## config.mk

```make
export PLATFORM = sky130hd
export DESIGN_NAME = hazard_unit_md
export DESIGN_NICKNAME = d
export VERILOG_FILES = /design/src/rtl/hazard_pkg.sv /design/src/rtl/md_busy_tracker.sv /design/src/rtl/hazard_unit_md.sv
export SDC_FILE = /design/constraint.sdc
export NUM_CORES = 1
export LEC_CHECK = 0
export CORE_MARGIN = 5
export CORE_UTILIZATION = 39
export DETAILED_ROUTE_END_ITERATION = 7
export HOLD_SLACK_MARGIN = 0.1
export PLACE_DENSITY = 0.84
export SLEW_MARGIN = 0
export SYNTH_ARGS = -nofsm -noshare
export SYNTH_HDL_FRONTEND = slang
export SYNTH_SLANG_ARGS = --single-unit
```

## constraint.sdc

```tcl
create_clock -name clk -period 3.3 [get_ports clk]
set_clock_uncertainty 0.15 [all_clocks]
set_input_delay 0.66 -clock clk [delete_from_list [all_inputs] [get_ports clk]]
set_output_delay 0.66 -clock clk [all_outputs]
set_load 0.005 [all_outputs]
```

## src/rtl/hazard_pkg.sv

```systemverilog
// ---------------------------------------------------------------------------
// hazard_pkg : shared select encodings and default mult/div latencies
// Rev 1.0
// ---------------------------------------------------------------------------
`default_nettype none

package hazard_pkg;

  // D-stage comparator operand source
  typedef enum logic [1:0] {
    CMP_FROM_D = 2'd0,
    CMP_FROM_W = 2'd1,
    CMP_FROM_M = 2'd2,
    CMP_FROM_E = 2'd3
  } cmp_sel_e;

  // E-stage ALU operand source
  typedef enum logic [1:0] {
    ALU_FROM_E = 2'd0,
    ALU_FROM_W = 2'd1,
    ALU_FROM_M = 2'd2
  } alu_sel_e;

  // M-stage data-memory write data source
  typedef enum logic {
    DM_FROM_M = 1'b0,
    DM_FROM_W = 1'b1
  } dm_sel_e;

  localparam int DEF_MULT_CYCLES = 5;
  localparam int DEF_DIV_CYCLES  = 10;
  localparam int DEF_CNT_W       = 4;

endpackage : hazard_pkg

`default_nettype wire

```

## src/rtl/md_busy_tracker.sv

```systemverilog
// ---------------------------------------------------------------------------
// md_busy_tracker : HI/LO unit occupancy counter (load on start, count down)
// Rev 1.0
// ---------------------------------------------------------------------------
`default_nettype none

module md_busy_tracker
  import hazard_pkg::*;
#(
  parameter int CNT_W       = DEF_CNT_W,
  parameter int MULT_CYCLES = DEF_MULT_CYCLES,
  parameter int DIV_CYCLES  = DEF_DIV_CYCLES
) (
  input  logic clk,
  input  logic reset,
  input  logic start,
  input  logic is_div,
  output logic busy
);

  localparam logic [CNT_W-1:0] C_MULT_LOAD = CNT_W'(MULT_CYCLES);
  localparam logic [CNT_W-1:0] C_DIV_LOAD  = CNT_W'(DIV_CYCLES);

  logic [CNT_W-1:0] r_cnt;
  logic [CNT_W-1:0] w_cnt_nxt;

  // A start always reloads, so a restart while busy extends the busy window.
  always_comb begin
    w_cnt_nxt = r_cnt;
    if (start) begin
      w_cnt_nxt = is_div ? C_DIV_LOAD : C_MULT_LOAD;
    end else if (r_cnt != '0) begin
      w_cnt_nxt = r_cnt - CNT_W'(1);
    end
  end

  always_ff @(posedge clk) begin
    if (reset) begin
      r_cnt <= '0;
    end else begin
      r_cnt <= w_cnt_nxt;
    end
  end

  assign busy = (r_cnt != '0);

endmodule : md_busy_tracker

`default_nettype wire

```

## src/rtl/hazard_unit_md.sv

```systemverilog
// ---------------------------------------------------------------------------
// hazard_unit_md : 5-stage forwarding/stall controller with HI/LO busy stall
// Optional stall-cycle counter enabled by macro HAZARD_PERF_CNT_EN.
// Rev 1.0
// ---------------------------------------------------------------------------
`default_nettype none

module hazard_unit_md
  import hazard_pkg::*;
#(
  parameter int REG_AW      = 5,
  parameter int T_W         = 3,
  parameter int MULT_CYCLES = DEF_MULT_CYCLES,
  parameter int DIV_CYCLES  = DEF_DIV_CYCLES,
  parameter int CNT_W       = DEF_CNT_W
) (
  input  logic              clk,
  input  logic              reset,
  input  logic [REG_AW-1:0] a1_d,
  input  logic [REG_AW-1:0] a2_d,
  input  logic [REG_AW-1:0] a1_e,
  input  logic [REG_AW-1:0] a2_e,
  input  logic [REG_AW-1:0] a2_m,
  input  logic [REG_AW-1:0] a3_e,
  input  logic [REG_AW-1:0] a3_m,
  input  logic [REG_AW-1:0] a3_w,
  input  logic              we_e,
  input  logic              we_m,
  input  logic              we_w,
  input  logic [T_W-1:0]    tuse_rs,
  input  logic [T_W-1:0]    tuse_rt,
  input  logic [T_W-1:0]    tnew_e,
  input  logic [T_W-1:0]    tnew_m,
  input  logic              md_start_e,
  input  logic              md_is_div_e,
  input  logic              md_use_d,
  output logic [1:0]        fw_cmp_rs,
  output logic [1:0]        fw_cmp_rt,
  output logic [1:0]        fw_alu_rs,
  output logic [1:0]        fw_alu_rt,
  output logic              fw_dm_rt,
  output logic              stall,
  output logic              md_busy,
  output logic [31:0]       stall_cnt
);

  // Register 0 is hardwired; a write to it is never a producer.
  function automatic logic fwd_hit(input logic [REG_AW-1:0] addr,
                                   input logic [REG_AW-1:0] dst,
                                   input logic              we);
    return we && (addr != '0) && (addr == dst);
  endfunction

  function automatic logic [1:0] cmp_sel(input logic [REG_AW-1:0] addr);
    cmp_sel_e sel;
    if (fwd_hit(addr, a3_e, we_e))      sel = CMP_FROM_E;
    else if (fwd_hit(addr, a3_m, we_m)) sel = CMP_FROM_M;
    else if (fwd_hit(addr, a3_w, we_w)) sel = CMP_FROM_W;
    else                                sel = CMP_FROM_D;
    return sel;
  endfunction

  function automatic logic [1:0] alu_sel(input logic [REG_AW-1:0] addr);
    alu_sel_e sel;
    if (fwd_hit(addr, a3_m, we_m))      sel = ALU_FROM_M;
    else if (fwd_hit(addr, a3_w, we_w)) sel = ALU_FROM_W;
    else                                sel = ALU_FROM_E;
    return sel;
  endfunction

  // ---------------------------------------------------------------- forwarding
  always_comb begin
    fw_cmp_rs = cmp_sel(a1_d);
    fw_cmp_rt = cmp_sel(a2_d);
    fw_alu_rs = alu_sel(a1_e);
    fw_alu_rt = alu_sel(a2_e);
    fw_dm_rt  = fwd_hit(a2_m, a3_w, we_w) ? DM_FROM_W : DM_FROM_M;
  end

  // ---------------------------------------------------------- Tuse/Tnew stall
  logic w_stall_rs_e;
  logic w_stall_rs_m;
  logic w_stall_rt_e;
  logic w_stall_rt_m;
  logic w_tt_stall;

  always_comb begin
    w_stall_rs_e = (tuse_rs < tnew_e) && fwd_hit(a1_d, a3_e, we_e);
    w_stall_rs_m = (tuse_rs < tnew_m) && fwd_hit(a1_d, a3_m, we_m);
    w_stall_rt_e = (tuse_rt < tnew_e) && fwd_hit(a2_d, a3_e, we_e);
    w_stall_rt_m = (tuse_rt < tnew_m) && fwd_hit(a2_d, a3_m, we_m);
    w_tt_stall   = w_stall_rs_e | w_stall_rs_m | w_stall_rt_e | w_stall_rt_m;
  end

  // ------------------------------------------------------------- HI/LO busy
  logic w_md_busy;
  logic w_md_stall;

  md_busy_tracker #(
    .CNT_W       (CNT_W),
    .MULT_CYCLES (MULT_CYCLES),
    .DIV_CYCLES  (DIV_CYCLES)
  ) u_md_busy_tracker (
    .clk    (clk),
    .reset  (reset),
    .start  (md_start_e),
    .is_div (md_is_div_e),
    .busy   (w_md_busy)
  );

  assign md_busy = w_md_busy;

  // While reset is asserted the counter is treated as already cleared.
  assign w_md_stall = md_use_d && (md_start_e || (w_md_busy && !reset));
  assign stall      = w_tt_stall || w_md_stall;

  // ----------------------------------------------------- stall-cycle counter
`ifdef HAZARD_PERF_CNT_EN
  logic [31:0] r_stall_cnt;

  always_ff @(posedge clk) begin
    if (reset) begin
      r_stall_cnt <= '0;
    end else if (stall) begin
      r_stall_cnt <= r_stall_cnt + 32'd1;
    end
  end

  assign stall_cnt = r_stall_cnt;
`else
  assign stall_cnt = '0;
`endif

endmodule : hazard_unit_md

`default_nettype wire
```

Word-level counts from Yosys, hierarchy flattened

Cells that the tools add are included.

Flip-flop bits (word level): 4
Output and inout bits: 43
Logic and storage cells: 72

$add $sub $neg: 1
Magnitude comparators: 4
Equality and inequality tests: 11
Muxes and demuxes: 14
Bitwise operators: 3
Reduce and logical (&&, ||, !) cells: 38

Operators by type and width:

| cell                                             | count |
|---|---|
| equality test 5 bit                              | 11 |
| logical AND 1 bit                                | 28 |
| nonzero test 5 bit                               | 5 |
| less-than comparator 3 bit                       | 4 |
| two-way mux 2 bit                                | 6 |
| two-way mux 4 bit                                | 3 |
| two-way mux 1 bit                                | 5 |
| nonzero test 4 bit                               | 1 |
| subtractor 4 x 1 -> 4 bit, second input constant | 1 |
| bitwise OR 1 bit                                 | 3 |
| logical OR 1 bit                                 | 2 |
| nonzero test 2 bit                               | 1 |
| zero test 1 bit                                  | 1 |

Logic depth before layout (Yosys ltp)

Gate-level depths: netlist (run 1).

Word-level depth: 8
Depth in mapped cells: 8
Depth with buffers taken out: 8

Hierarchy

From an unflattened synthesis (run 1), not the netlist that was laid out.

Cells, all modules: 192
Area, all modules: 1451.4 µm²

By module, submodules not included:

| module          | times used | cells an instance | area each (µm²) | seq. area each (µm²) |
|---|---|---|---|---|
| hazard_unit_md  | 1          | 166               | 1218.7          | 0.0 |
| md_busy_tracker | 1          | 26                | 232.7           | 80.1 |

Worst setup path after synthesis (run 1)

No wires, ideal clock.

Path kind: input-to-output
Start: in a3_w[4]
End: out fw_cmp_rs[0]
Arrival: 1.673 ns
Required time: 2.490 ns
Setup slack: 0.817 ns
Stages on the path: 5
Cell sequence: clkbuf_1 xnor2_1 nand4_1 or4_1 o21bai_1

Word-level cells in the longest chain between the ends: 5

RTL lines:

| item                | line                 | RTL |
|---|---|---|
| start, declared     | hazard_unit_md.sv:26 | `input logic [REG_AW-1:0] a3_w,` |
| equality test 5 bit | hazard_unit_md.sv:51 | `return we && (addr != '0) && (addr == dst);` |
| logical AND 1 bit   | hazard_unit_md.sv:51 |  |
| two-way mux 1 bit   | hazard_unit_md.sv:58 | `else if (fwd_hit(addr, a3_w, we_w)) sel = CMP_FROM_W;` |
| two-way mux 2 bit   | hazard_unit_md.sv:57 | `else if (fwd_hit(addr, a3_m, we_m)) sel = CMP_FROM_M;` |
| two-way mux 2 bit   | hazard_unit_md.sv:56 | `if (fwd_hit(addr, a3_e, we_e)) sel = CMP_FROM_E;` |
| end, declared       | hazard_unit_md.sv:37 | `output logic [1:0] fw_cmp_rs,` |

Every way passes these cells.

Final worst setup path (run 1)

Start: in a1_d[1]
End: out fw_cmp_rs[1]

Word-level cells in the longest chain between the ends: 5
Elaborated cells on any way between the ends: 9
Those cells by class: eq/ne: 2; mux: 2; reduce/logical: 5

RTL lines:

| item                            | line                 | RTL |
|---|---|---|
| start, declared                 | hazard_unit_md.sv:19 | `input logic [REG_AW-1:0] a1_d,` |
| nonzero test 5 bit              | hazard_unit_md.sv:51 |  |
| logical AND 1 bit (2 in series) | hazard_unit_md.sv:51 |  |
| two-way mux 2 bit               | hazard_unit_md.sv:57 |  |
| two-way mux 2 bit *             | hazard_unit_md.sv:56 |  |

Mark *: on every way between the ends. The rest lies on a longest branch, timed or not.

==> flow_metrics.py, run 1 <==
metrics = {
    "run_status": {
        "status": "finished clean",
    },
    "floorplanning": {
        "die_area_um2": 5090,
        "die_w_um": 71.3,
        "fp-row-count": 22,
        "ios": 103,
        "start_util_pct": 40.1,
        "die_y_um": 71.3,
        "core_um2": 3660,
    },
    "run": {
        "drv_cap": 0,
    },
    "setup_path": {
        "worst_setup_path_start_kind": "primary input",
        "r2r-start": "u_md_busy_tracker.r_cnt[0]$_SDFFE_PP0P_",
        "cp_slowest_cell": "or4_1",
        "path_buf_inv": 3,
        "crit_type": "primary input to output port",
        "startpoint": "a1_d[1]",
        "max_stage_delay_ps": 540,
        "worstPathCellList": "clkdlybuf4s50_1 > or4_1 > nor2_2 > nor4_1 > buf_4 > or2_1 > dlygate4sd2_1",
        "cp_top_family": "simple AND/OR/NAND/NOR gates",
        "cp.required_ps": 2490,
        "crit_path_end_kind": "output port",
        "crit_path_max_fanout": 3,
        "crit_arrival_ps": 2430,
    },
    "timing": {
        "fin_crit_ps": 3240,
        "max_freq_mhz": 309,
        "setup-violations-final": 0,
        "setup_ws_ps": 58.9,
        "period_share_pct": 98.2,
        "final_hold_viol_count": 0,
        "timing.hold.ws_ps": 455,
        "finalMaxSlewViolations": 0,
        "rsz0062_at_grt": "yes",
    },
    "global_route": {
        "grt_overflow": 0,
        "grtUsageTotal_pct": 16.4,
        "antenna_found_initial": 0,
        "grt_first_pass_wirelength_um": 7070,
        "grt_pass1_vias": 1585,
        "grt_max_degree": 8,
    },
    "pwr": {
        "powerDensity_nw_per_um2": 188,
        "comb_power_share_pct": 64.5,
        "intPower_uw": 296,
        "p_sw_share_pct": 33.6,
        "p_leak_uw": 0.00108,
        "switchingPower_uw": 149,
        "p_clk_share_pct": 22.4,
        "seq_power_share_pct": 13.0,
        "ir_drop_mv": 0.102,
    },
    "finish": {
        "fillers": 316,
        "fin_area_um2": 2370,
        "syn_to_final_growth_pct": 61.3,
        "multi_input_area_um2": 1230,
        "final_core_util_pct": 64.6,
        "regMostFlops": "u_md_busy_tracker.r_cnt",
        "final_nets": 359,
        "largest_reg_flops": 4,
        "top_regs": "u_md_busy_tracker.r_cnt: 4 flops",
        "drive_gt1_share_pct": 16.0,
        "diodes": 0,
        "seq_area_um2": 80.1,
    },
    "synth": {
        "synth_area_um2": 1470,
        "synth_area_leaders": "xnor2_1, buf_4, xor2_1, ha_1, dfxtp_1",
        "async_reset_ff_share_pct": 0,
        "synth_flop_cell": "dfxtp_1",
        "synth_enable_flop_cells": 0,
        "synth_cell_types": 30,
        "syn_area_per_cell_um2": 7.68,
        "syn-instance-count": 191,
        "synth_seq_cells": 4,
        "ys_seq_area_share_pct": 5.46,
        "synth_top_cell_by_area": "xnor2_1",
        "synth_top_cell_area_share_pct": 23.9,
        "ys_warn_count": 0,
    },
    "placed_design": {
        "gp_congestion": 0.930,
        "post-dp-hpwl_um": 3920,
        "dpl_cell_area_um2": 2320,
        "dp_slack_ps": -268,
        "io_buffers": 70,
    },
    "routing": {
        "drt-total-wl_um": 4300,
        "firstDrtPassIters": 4,
        "num_vias": 1570,
        "drc_errors": 0,
        "drtAntennaViolNets": 0,
        "wl_per_cell_um": 12.8,
        "avgViaCountPerCell": 4.69,
        "drtIter0Drc": 57,
    },
    "worst_hold_path": {
        "hold_path_startpoint": "u_md_busy_tracker.r_cnt[2]$_SDFFE_PP0P_",
        "worstHoldPathType": "flip-flop to flip-flop",
    },
    "clock_network": {
        "clk_pin_slew_ps": 30,
        "cts_tree": "yes",
        "cts_buffer_depth": 2,
        "clock_sinks": 4,
        "clk_latency_ps": 210,
        "cts_buffers": 3,
        "root_buffer": "clkbuf_8",
        "cts_max_level": 1,
    },
}
==> final timing paths <==
check / cells after the start / end / slack (ps)
setup reg to reg: 8 / u_md_busy_tracker.r_cnt[1]$_SDFFE_PP0P_ / 1630
hold / removal: 3 / u_md_busy_tracker.r_cnt[2]$_SDFFE_PP0P_ / 460
hold reg to reg: 3 / u_md_busy_tracker.r_cnt[2]$_SDFFE_PP0P_ / 460
setup / recovery: 7 / fw_cmp_rs[1] / 60
==> repair_timing <==
item                       in CTS  in global routing
resized for setup              16                  8
setup endpoints to repair      10                  6
setup buffers                   0                  0
hold buffers                    0                  0
pin swaps                       2                  3
==> final cells by class <==
cell class,count,share of cell area [%]
multi-input cells,172,52.0
repair buffers,101,39.2
well taps,48,2.54
inverters,7,1.11
flip-flops and latches,4,3.38
clock buffers,3,1.75
==> cells by family after synthesis <==
group	Yosys count	share of synthesized area, %
compound gates	18	8.19
xor+xnor	57	34.0
fa+ha+maj	10	8.53
buf+inv	46	20.0
flops	4	5.46
other cells	1	0.256
simple gates	55	23.6
==> cells in the mapped netlist (5+ instances only) <==
cell / count
nor4_1: 6
a21oi_1: 7
xnor2_1: 40
nand2b_1: 5
nand2_1: 7
nand4_1: 11
nor2_1: 6
xor2_1: 17
ha_1: 10
buf_4: 32
inv_1: 7
clkbuf_1: 7
==> placed cells by master (no fill, tap or decap), types with 2 or more instances in the layout <==
cell type	count
a21oi_1	7
or2_1	2
clkdlybuf4s50_1	50
nor4_2	4
xnor2_1	40
xor2_1	17
or4_1	3
buf_4	31
nor3_1	4
nand4_1	11
dfxtp_1	4
nand2b_1	5
dlygate4sd2_1	15
nor2_1	6
nor4_1	4
o21bai_1	2
nor2_4	3
a21o_1	4
clkbuf_8	3
ha_1	10
or4_4	3
conb_1	32
dlymetal6s2s_1	5
nand2_1	7
inv_1	7
==> per-stage QoR <==
step / setup TNS (ps) / std cells / total power (uW)
final: 0 / 335 / 445
after global routing: -28.7 / 335 / 482
after CTS: 0 / 335 / 446
after detailed placement: -1310 / 333 / 349
after global placement: -910 / 333 / 341
after floorplan: 0 / 222 / 218
==> power groups by stage <==
stage / clock network, uW / logic, uW / registers (uW)
finish: 99.7 / 287 / 58.0
global route: 106 / 317 / 58.5
CTS: 102 / 286 / 58.0
detailed placement: 0 / 290 / 58.5
global placement: 0 / 283 / 58.7
floorplan: 0 / 160 / 57.7
==> per-layer routing <==
layer	track usage, %	part of all wire [%]	up-vias
met3	2.24	8.4	5
met1	20.0	39	715
met4	3.34	1.3	0
met2	30.5	51	74
met5	0	0	-
li1	-	-	776
==> worst min-delay path, cell delays in order, from the launching register on <==
cell     delay [ps]
dfxtp_1         350
xor2_1           80
nand2_1          60
a21oi_1          60
(Power assumes the default switching activity.)
==> run 2: changes to the inputs <==
- CTS_CLUSTER_DIAMETER: unset -> 200
==> results of run 2 <==
Final layout, timing and power as in run 1 (identical DEF).
==> run 3: changes to the inputs <==
- CORE_UTILIZATION: 39 -> 32
- PLACE_DENSITY: 0.84 -> 0.74
- SYNTH_HIERARCHICAL: unset -> 1
- clock period: 3.3 -> 2.8 ns (I/O delays scaled with it)
==> run 3 against run 2 <==
  * Clock power rose by 20%
  * Largest cell class unchanged
  * Routed wire length rose by 7.7%
  * Critical path depth shrank 1
  * Final cell count grew 5.1%
  * Worst hold slack got worse by 39 ps
  * Die area is 18% higher
  * Register-to-register slack worse by 470 ps
  * Critical path type unchanged
  * Synthesized area fell by 1.0%
  * Via count increased by 4.1%
  * Worst setup slack worse by 46 ps
  * Combinational power increased by 23%
  * Core utilization down 7.4 points
==> flow_metrics.py, run 3 <==
metrics = {
    "routing": {
        "drtIter0Drc": 29,
        "drtAntennaViolNets": 0,
        "avgViaCountPerCell": 4.64,
        "num_vias": 1634,
        "firstDrtPassIters": 4,
        "drc_errors": 0,
        "drt-total-wl_um": 4630,
        "wl_per_cell_um": 13.2,
    },
    "synth": {
        "synth_enable_flop_cells": 0,
        "ys_seq_area_share_pct": 5.52,
        "synth_top_cell_by_area": "xnor2_1",
        "synth_area_leaders": "xnor2_1, buf_4, xor2_1, ha_1, dfxtp_1",
        "synth_seq_cells": 4,
        "synth_top_cell_area_share_pct": 24.1,
        "synth_common_cells": "xnor2_1, buf_4, xor2_1",
        "syn_area_per_cell_um2": 7.56,
        "syn-instance-count": 192,
        "synth_flop_cell": "dfxtp_1",
        "synth.most_common_cell": "xnor2_1",
        "synth_cell_types": 32,
        "ys_warn_count": 6,
        "synth_area_um2": 1450,
        "async_reset_ff_share_pct": 0,
    },
    "floorplanning": {
        "fp-row-count": 24,
        "die_w_um": 77.3,
        "ios": 103,
        "die_area_um2": 5980,
        "core_um2": 4380,
        "die_y_um": 77.3,
        "start_util_pct": 33.1,
    },
    "global_route": {
        "grt_overflow": 0,
        "antenna_found_initial": 0,
        "grt_pass1_vias": 1624,
        "grt_first_pass_wirelength_um": 7160,
        "grtUsageTotal_pct": 14.1,
        "grt_max_degree": 9,
    },
    "setup_path": {
        "r2r_cells": 5,
        "crit_type": "primary input to output port",
        "worst_setup_path_start_kind": "primary input",
        "r2r-start": "u_md_busy_tracker/r_cnt[0]$_SDFFE_PP0P_",
        "max_stage_delay_ps": 430,
        "cp.required_ps": 2090,
        "r2r_setup_slack_ps": 1160,
        "crit_path_end_kind": "output port",
        "cp_slowest_cell": "or4_4",
        "r2r_end": "u_md_busy_tracker/r_cnt[0]$_SDFFE_PP0P_",
        "crit_arrival_ps": 2080,
        "crit_path_max_fanout": 2,
        "worstPathCellList": "clkdlybuf4s50_1 > or4_4 > nor2_4 > nor4_4 > nor4_2 > buf_2",
    },
    "pwr": {
        "powerDensity_nw_per_um2": 217,
        "ir_drop_mv": 0.0969,
        "p_total_uw": 544,
        "p_leak_uw": 0.00114,
    },
    "finish": {
        "regMostFlops": "u_md_busy_tracker/r_cnt",
        "largest_reg_flops": 4,
        "layout_common_cells": "buf_4, xnor2_1, clkdlybuf4s50_1",
        "syn_to_final_growth_pct": 72.8,
        "layout_commonest_cell": "buf_4",
        "diodes": 0,
        "final_nets": 372,
        "top_regs": "u_md_busy_tracker/r_cnt: 4 flops",
        "instances_no_fill": 352,
        "fillers": 424,
        "fin_area_um2": 2510,
        "drive_gt1_share_pct": 26.7,
        "final_core_util_pct": 57.2,
    },
    "placed_design": {
        "gp_congestion": 0.807,
        "dp.cells": 345,
        "dpl_cell_area_um2": 2360,
        "post-dp-hpwl_um": 4000,
        "io_buffers": 70,
    },
    "run_status": {
        "status": "finished clean",
    },
    "clock_network": {
        "cts_max_level": 1,
        "cts_tree": "yes",
        "clock_sinks": 4,
        "cts_buffer_depth": 2,
        "clk_latency_ps": 220,
        "clk_pin_slew_ps": 30,
        "cts_buffers": 3,
        "root_buffer": "clkbuf_8",
        "ctsHoldBuffers": 0,
    },
    "timing": {
        "setup-violations-final": 0,
        "fin_crit_ps": 2790,
        "final_hold_viol_count": 0,
        "period_share_pct": 99.5,
        "max_freq_mhz": 359,
        "finalMaxSlewViolations": 0,
    },
    "worst_hold_path": {
        "hold_path_startpoint": "u_md_busy_tracker/r_cnt[0]$_SDFFE_PP0P_",
        "worstHoldEndpoint": "u_md_busy_tracker/r_cnt[0]$_SDFFE_PP0P_",
        "worstHoldPathType": "flip-flop to flip-flop",
        "min_path_cells": 2,
    },
    "run": {
        "drv_cap": 0,
    },
}
-- run 3: metal layers --
layer  GRT usage [%]  routed length, um  vias up
li1                -                  -      821
met1            17.3               1860      725
met2            25.7               2320       86
met3            2.89                441        2
met4            2.06                 12        0
met5               0                  0        -
-- run 3: worst max path at each step --
stage / from / slack (ps) / end / depth (start not counted)
after floorplan: a1_e[1] / 510 / fw_alu_rs[0] / 4
after global placement: a2_e[1] / -450 / fw_alu_rt[0] / 6
after detailed placement: a2_d[4] / -460 / stall / 8
after CTS: a2_d[2] / -20 / stall / 8
after global routing: a2_e[1] / -70 / fw_alu_rt[0] / 6
final: a2_e[1] / 10 / fw_alu_rt[0] / 6
-- run 3: final cells by class --
| cell class | instances | area (um2) | share of cell area (%) |
|---|---|---|---|
| clock buffer | 3 | 41.3 | 1.65 |
| inverter | 7 | 26.3 | 1.05 |
| sequential | 4 | 80.1 | 3.19 |
| tap | 52 | 65.1 | 2.59 |
| multi-input combinational | 172 | 1330 | 53.0 |
| timing repair buffer | 114 | 966 | 38.5 |
-- run 3: logic make-up (layout without fill, tap and decap cells) --
group	Yosys count	after routing	synth area share, %
buffers and inverters	47	124	20.4
other	1	32	0.258
xor gates and xnor gates	55	55	33.2
DFF	4	4	5.52
AOI/OAI and AO/OA	17	17	8.19
adders and majority gates	10	10	8.62
and+or+nand+nor	58	58	23.8
-- run 3: power breakdown --
part / internal, uW / switching, uW
combinational: 197 / 156
clock: 91.5 / 28.1
sequential: 65.0 / 7.07
total: 353 / 191
-- run 3: worst max-delay path, delay by kind of cell --
| family | cells | cell delay, ps |
|---|---|---|
| AND/OR/NAND/NOR | 4 | 920 |
| buffers and inverters | 2 | 590 |
-- run 3: what timing repair did --
action	4_1_cts	5_1_grt
pin swaps	18	8
resized for setup	77	17
setup buffers	3	1
endpoints found under the setup margin	10	8
-- run 3: through the flow --
stage / setup TNS [ps] / setup WS [ps] / hold WS, ps
3_5_place_dp: -4070 / -464 / 417
3_3_place_gp: -4050 / -450 / 418
5_1_grt: -84.5 / -66.5 / 436
4_1_cts: -24.1 / -24.1 / 419
6_report: 0 / 13.2 / 416
2_1_floorplan: 0 / 509 / 386
